**config.mk**
```make
export PLATFORM = sky130hd
export DESIGN_NAME = bram_rd_arbiter
export DESIGN_NICKNAME = d
export VERILOG_FILES = /design/src/rtl/bram_rd_arbiter.sv
export SDC_FILE = /design/constraint.sdc
export NUM_CORES = 1
export LEC_CHECK = 0
export BUFFER_PORTS_ARGS = -buffer_cell sky130_fd_sc_hd__buf_2
export CAP_MARGIN = 20
export CORE_MARGIN = 3
export CORE_UTILIZATION = 54
export DETAILED_ROUTE_END_ITERATION = 16
export MAX_ROUTING_LAYER = met4
export PLACE_DENSITY = 0.95
export SLEW_MARGIN = 0
export SYNTH_ARGS = -nofsm -noshare
export SYNTH_HDL_FRONTEND = slang
export SYNTH_SLANG_ARGS = --single-unit
```
**constraint.sdc**
```tcl
create_clock -name clk -period 4.9 [get_ports clk]
set_input_delay 0.245 -clock clk [delete_from_list [all_inputs] [get_ports clk]]
set_output_delay 0.245 -clock clk [all_outputs]
set_load 0.01 [all_outputs]
```
**src/rtl/bram_rd_arbiter.sv**
```systemverilog
`default_nettype none
// ============================================================================
// Module      : bram_rd_arbiter
// Description : Round-robin arbiter and burst sequencer for one shared BRAM
//               read port. Grants one (base, len) burst at a time, drives
//               enb/addrb, and returns read data tagged with a one-hot
//               requester valid after a fixed read latency.
// Revision    : 1.0 - initial release
// ============================================================================
module bram_rd_arbiter #(
  parameter int NUM_REQ    = 3,
  parameter int DATA_WIDTH = 8,
  parameter int ADDR_W     = 32,
  parameter int LEN_W      = 16,
  parameter int RD_LATENCY = 2
) (
  input  logic                        clk,
  input  logic                        rst_n,
  input  logic [NUM_REQ-1:0]          req_valid_i,
  input  logic [NUM_REQ*ADDR_W-1:0]   req_base_i,
  input  logic [NUM_REQ*LEN_W-1:0]    req_len_i,
  output logic [NUM_REQ-1:0]          req_ready_o,
  input  logic [DATA_WIDTH-1:0]       bram_dout,
  output logic                        bram_enb,
  output logic [ADDR_W-1:0]           bram_addrb,
  output logic [DATA_WIDTH-1:0]       rd_data_o,
  output logic [NUM_REQ-1:0]          rd_valid_o,
  output logic                        rd_last_o,
  output logic [NUM_REQ-1:0]          done_o,
  output logic                        busy_o
);

  localparam int IDX_W = $clog2(NUM_REQ);

  localparam logic [1:0] IDLE  = 2'd0;
  localparam logic [1:0] BURST = 2'd1;
  localparam logic [1:0] DRAIN = 2'd2;
  localparam logic [1:0] ZDONE = 2'd3;

  logic [1:0]            state;
  logic [1:0]            state_nxt;
  logic [IDX_W-1:0]      rr_ptr;
  logic [IDX_W-1:0]      gnt_idx;
  logic [IDX_W-1:0]      pick_idx;
  logic                  pick_found;
  int                    cand;
  logic [ADDR_W-1:0]     base_q;
  logic [LEN_W-1:0]      len_q;
  logic [LEN_W-1:0]      cnt;
  logic [ADDR_W-1:0]     sel_base;
  logic [LEN_W-1:0]      sel_len;
  logic [NUM_REQ-1:0]    gnt_onehot;
  logic                  accept;
  logic                  burst_end;
  logic                  complete;
  logic [RD_LATENCY-1:0] vld_sr;
  logic [RD_LATENCY-1:0] last_sr;
  logic                  ret_valid;
  logic                  ret_last;

  // Circular search for the first valid requester at or after rr_ptr.
  always_comb begin
    pick_found = 1'b0;
    pick_idx   = '0;
    cand       = 0;
    for (int i = 0; i < NUM_REQ; i++) begin
      cand = int'(rr_ptr) + i;
      if (cand >= NUM_REQ) begin
        cand = cand - NUM_REQ;
      end
      if (!pick_found && req_valid_i[cand]) begin
        pick_found = 1'b1;
        pick_idx   = IDX_W'(cand);
      end
    end
  end

  // Grants only happen from IDLE and never while reset is held.
  assign accept      = rst_n && (state == IDLE) && pick_found;
  assign sel_base    = req_base_i[pick_idx*ADDR_W +: ADDR_W];
  assign sel_len     = req_len_i[pick_idx*LEN_W +: LEN_W];
  assign req_ready_o = accept ? (NUM_REQ'(1) << pick_idx) : '0;

  assign burst_end  = (state == BURST) && (cnt == len_q - LEN_W'(1));
  assign complete   = ret_last || (state == ZDONE);
  assign gnt_onehot = NUM_REQ'(1) << gnt_idx;

  // Next-state logic; DRAIN ends when the last word comes back out of the pipe.
  always_comb begin
    state_nxt = state;
    case (state)
      IDLE:    if (accept) state_nxt = (sel_len == '0) ? ZDONE : BURST;
      BURST:   if (burst_end) state_nxt = DRAIN;
      DRAIN:   if (ret_last) state_nxt = IDLE;
      ZDONE:   state_nxt = IDLE;
      default: state_nxt = IDLE;
    endcase
  end

  // State register.
  always_ff @(posedge clk) begin
    if (!rst_n) begin
      state <= IDLE;
    end else begin
      state <= state_nxt;
    end
  end

  // Latch the granted burst and step the word counter through it.
  always_ff @(posedge clk) begin
    if (!rst_n) begin
      base_q  <= '0;
      len_q   <= '0;
      gnt_idx <= '0;
      cnt     <= '0;
    end else if (accept) begin
      base_q  <= sel_base;
      len_q   <= sel_len;
      gnt_idx <= pick_idx;
      cnt     <= '0;
    end else if (state == BURST) begin
      cnt <= burst_end ? '0 : cnt + LEN_W'(1);
    end
  end

  // Round-robin pointer moves past the requester whose burst just completed.
  always_ff @(posedge clk) begin
    if (!rst_n) begin
      rr_ptr <= '0;
    end else if (complete) begin
      rr_ptr <= (gnt_idx == IDX_W'(NUM_REQ - 1)) ? '0 : gnt_idx + IDX_W'(1);
    end
  end

  // Return-path pipe carrying {valid, last} alongside the BRAM read latency.
  generate
    if (RD_LATENCY == 1) begin : g_ret_single
      always_ff @(posedge clk) begin
        if (!rst_n) begin
          vld_sr  <= '0;
          last_sr <= '0;
        end else begin
          vld_sr  <= bram_enb;
          last_sr <= burst_end;
        end
      end
    end else begin : g_ret_multi
      always_ff @(posedge clk) begin
        if (!rst_n) begin
          vld_sr  <= '0;
          last_sr <= '0;
        end else begin
          vld_sr  <= {vld_sr[RD_LATENCY-2:0], bram_enb};
          last_sr <= {last_sr[RD_LATENCY-2:0], burst_end};
        end
      end
    end
  endgenerate

  assign ret_valid = vld_sr[RD_LATENCY-1];
  assign ret_last  = last_sr[RD_LATENCY-1];

  // Address offset is resized to the address width; the sum wraps silently.
  assign bram_enb   = (state == BURST);
  assign bram_addrb = bram_enb ? (base_q + ADDR_W'(cnt)) : '0;
  assign rd_data_o  = bram_dout;
  assign rd_valid_o = ret_valid ? gnt_onehot : '0;
  assign rd_last_o  = ret_last;
  assign done_o     = complete ? gnt_onehot : '0;
  assign busy_o     = (state != IDLE);

endmodule
`default_nettype wire

```
==> metrics.yaml <==
status: "completed"
portBuffers: 192
dieArea_um2: 11300
area_growth_pct: 21.8
core_area_um2: 9500
grt_pass1_vias: 5590
setup_tns_ps: 0
ant_nets: 0
skew_ps: 9.64
r2r.worst_path.cells: 10
postSynthAreaPerCell_um2: 7.57
gp_congestion: 0.925
critPathMaxFanout: 6
drc: 0
cts_sinks: 74
final_cell_mix: "buf_2 (192), nand2_1 (99), dfxtp_1 (74)"
hold_end: "base_q[21]"
cts_setup_buffers: 0
endpoint_kind: "output pin"
arrival_ps: 3800
final_nets: 1051
cp-start-kind: "register"
ys_ff_latch: 74
wl_met3_um: 1430
drt_iter0_markers: 460
fin_area_um2: 6590
grt_start_max_net_pins: 68
maxCapViolCount: 0
drt_first_pass_iters: 5
setup_viol: 0
drive_gt1_share_pct: 25.5
hp-start: "req_base_i[21]"
worstSetupStartpoint: "cnt[0]"
fin_crit_sh_pct: 82.5
synth.yosys.seq_area_share_pct: 27.4
cts_resized: 0
wl_met2_um: 7770
dp_hpwl_um: 12100
maxSlewViolCount: 0
overflow: 0
synth-edff-count: 0
rsz0062_at_grt: "no"
syn_inst: 715
hold_path.class: "in2reg"
finalHoldViolations: 0
numCtsBuffers: 9
synthTopCellsByArea: "dfxtp_1 (27%), nand2_1 (6.9%), a221o_1 (6.3%)"
ys_types: 60
tritoncts: "done"
peakVddDrop_mv: 0.183
m1WireLength_um: 6700
synth_top_cell_area_share_pct: 27.4
vias: 6016
rows: 35
p_leak_nw: 3.03
max_slew_margin_pct: 36.0
syn-cell-area_um2: 5410
fmax_ghz: 0.247
insertion_delay_ps: 350
antenna_found_initial: 0
regArea_um2: 1480
grt_pass1_wl_um: 26500
multi_input_area_um2: 3650
rr_endpoint: "base_q[16]"
syn_nets: 893
fill_cells: 751
start_util_pct: 56.9
die_h_um: 106
htree_levels: 3
diodes: 0
r2r-start: "rr_ptr[0]"
ys_warn_count: 0
tightest_slew_ps: 958
layout_commonest_cell: "buf_2"
cts.hold.buffers_added: 0
io_pins: 209
criticalPathCategory: "reg2out"
grt_usage_pct: 29.4
die_x_um: 106
required_ps: 4660
wl_um: 16300
power_density_nw_per_um2: 277
dr.max_layer_used: "met4"
drt-vias-per-instance: 5.98
async_flop_share_pct: 0
period_minus_slack_ps: 4040
dpl_cell_area_um2: 6350
yosysTopAreaCell: "dfxtp_1"
wire_per_inst_um: 16.2
root_buffer: "clkbuf_8"
min_path_cells: 3
synthFlopType: "dfxtp_1"
clkTransAtPathRegs_ps: 70
r2r_setup_slack_ps: 1840
clockBufferDepth: 2
==> stage by stage <==
stage / instances / hold slack, ps / total power, W / worst slack, ps / utilization (%)
after floorplan: 715 / 385 / 0.00112 / 1920 / -
after global placement: 990 / 427 / 0.00127 / 1470 / 66.8
after detailed placement: 990 / 438 / 0.00129 / 1340 / 66.8
after CTS: 1005 / 118 / 0.00182 / 933 / 69.2
after global routing: 1006 / 116 / 0.00192 / 514 / 69.4
final: 1006 / 131 / 0.00183 / 858 / 69.4
==> registers in the layout, indices dropped and copies added (netlist names) <==
register,flops
vld_sr,2
gnt_idx,2
len_q,16
cnt,16
base_q,32
rr_ptr,2
last_sr,2
state,2
==> power breakdown <==
group / internal [W] / total (W) / switching (W) / leakage [nW]
Clock: 0.000313 / 0.000537 / 0.000225 / 0.110
Sequential: 0.000664 / 0.000736 / 0.0000722 / 0.608
Combinational: 0.000244 / 0.000553 / 0.000310 / 2.31
==> area by class of cell <==
class	count	area share, %
inverter	13	0.740
clock buffer	13	2.41
multi-input combinational	576	55.4
tap	129	2.45
sequential	74	22.5
clock inverter	2	0.911
timing repair buffer	199	15.6
==> worst max-delay path: stages, from the launching register on <==
cell and delay, ps:
dfxtp_1 480, ha_1 250, a21o_1 140, a21o_1 170
a211oi_1 110, o31ai_1 580, a221oi_1 330, nor3b_1 850
a31oi_1 180, a41o_1 230, buf_2 130
==> metal layers <==
metal | GRT usage (%) | up-vias
li1 | - | 2906
met1 | 37.6 | 2801
met3 | 5.53 | 33
met5 | - | -
met2 | 47.1 | 276
met4 | 9.62 | 0
==> worst max-delay path by stage <==
| stage | slack [ps] | to |
|---|---|---|
| after CTS | 930 | bram_addrb[29] |
| after floorplan | 1920 | bram_addrb[18] |
| after global routing | 510 | bram_addrb[29] |
| after global placement | 1470 | bram_addrb[29] |
| final | 860 | bram_addrb[29] |
| after detailed placement | 1340 | bram_addrb[29] |
==> cell usage after synthesis, types with 6 or more instances <==
cell,count
nand2_1,99
buf_1,6
xor2_1,24
a221o_1,34
nand3_1,29
nor2_1,58
and3_1,12
mux2i_1,21
inv_1,13
a21o_1,14
xnor2_1,29
dfxtp_1,74
ha_1,20
nor3_1,19
o21ai_0,60
nor4_1,10
a21oi_1,55
nor3b_1,7
buf_4,8
nand2b_1,8
clkbuf_1,34
a31oi_1,8
==> kinds of logic after synthesis <==
logic type	count (synthesis)	share of synthesized area, %
buffers and inverters	65	5.39
muxes	21	3.89
AOI/OAI and AO/OA	205	25.2
and+or+nand+nor	275	24.4
DFF	74	27.4
adders and majority gates	22	5.18
xor gates and xnor gates	53	8.58
Note: power is estimated with default switching activity, not from simulation.
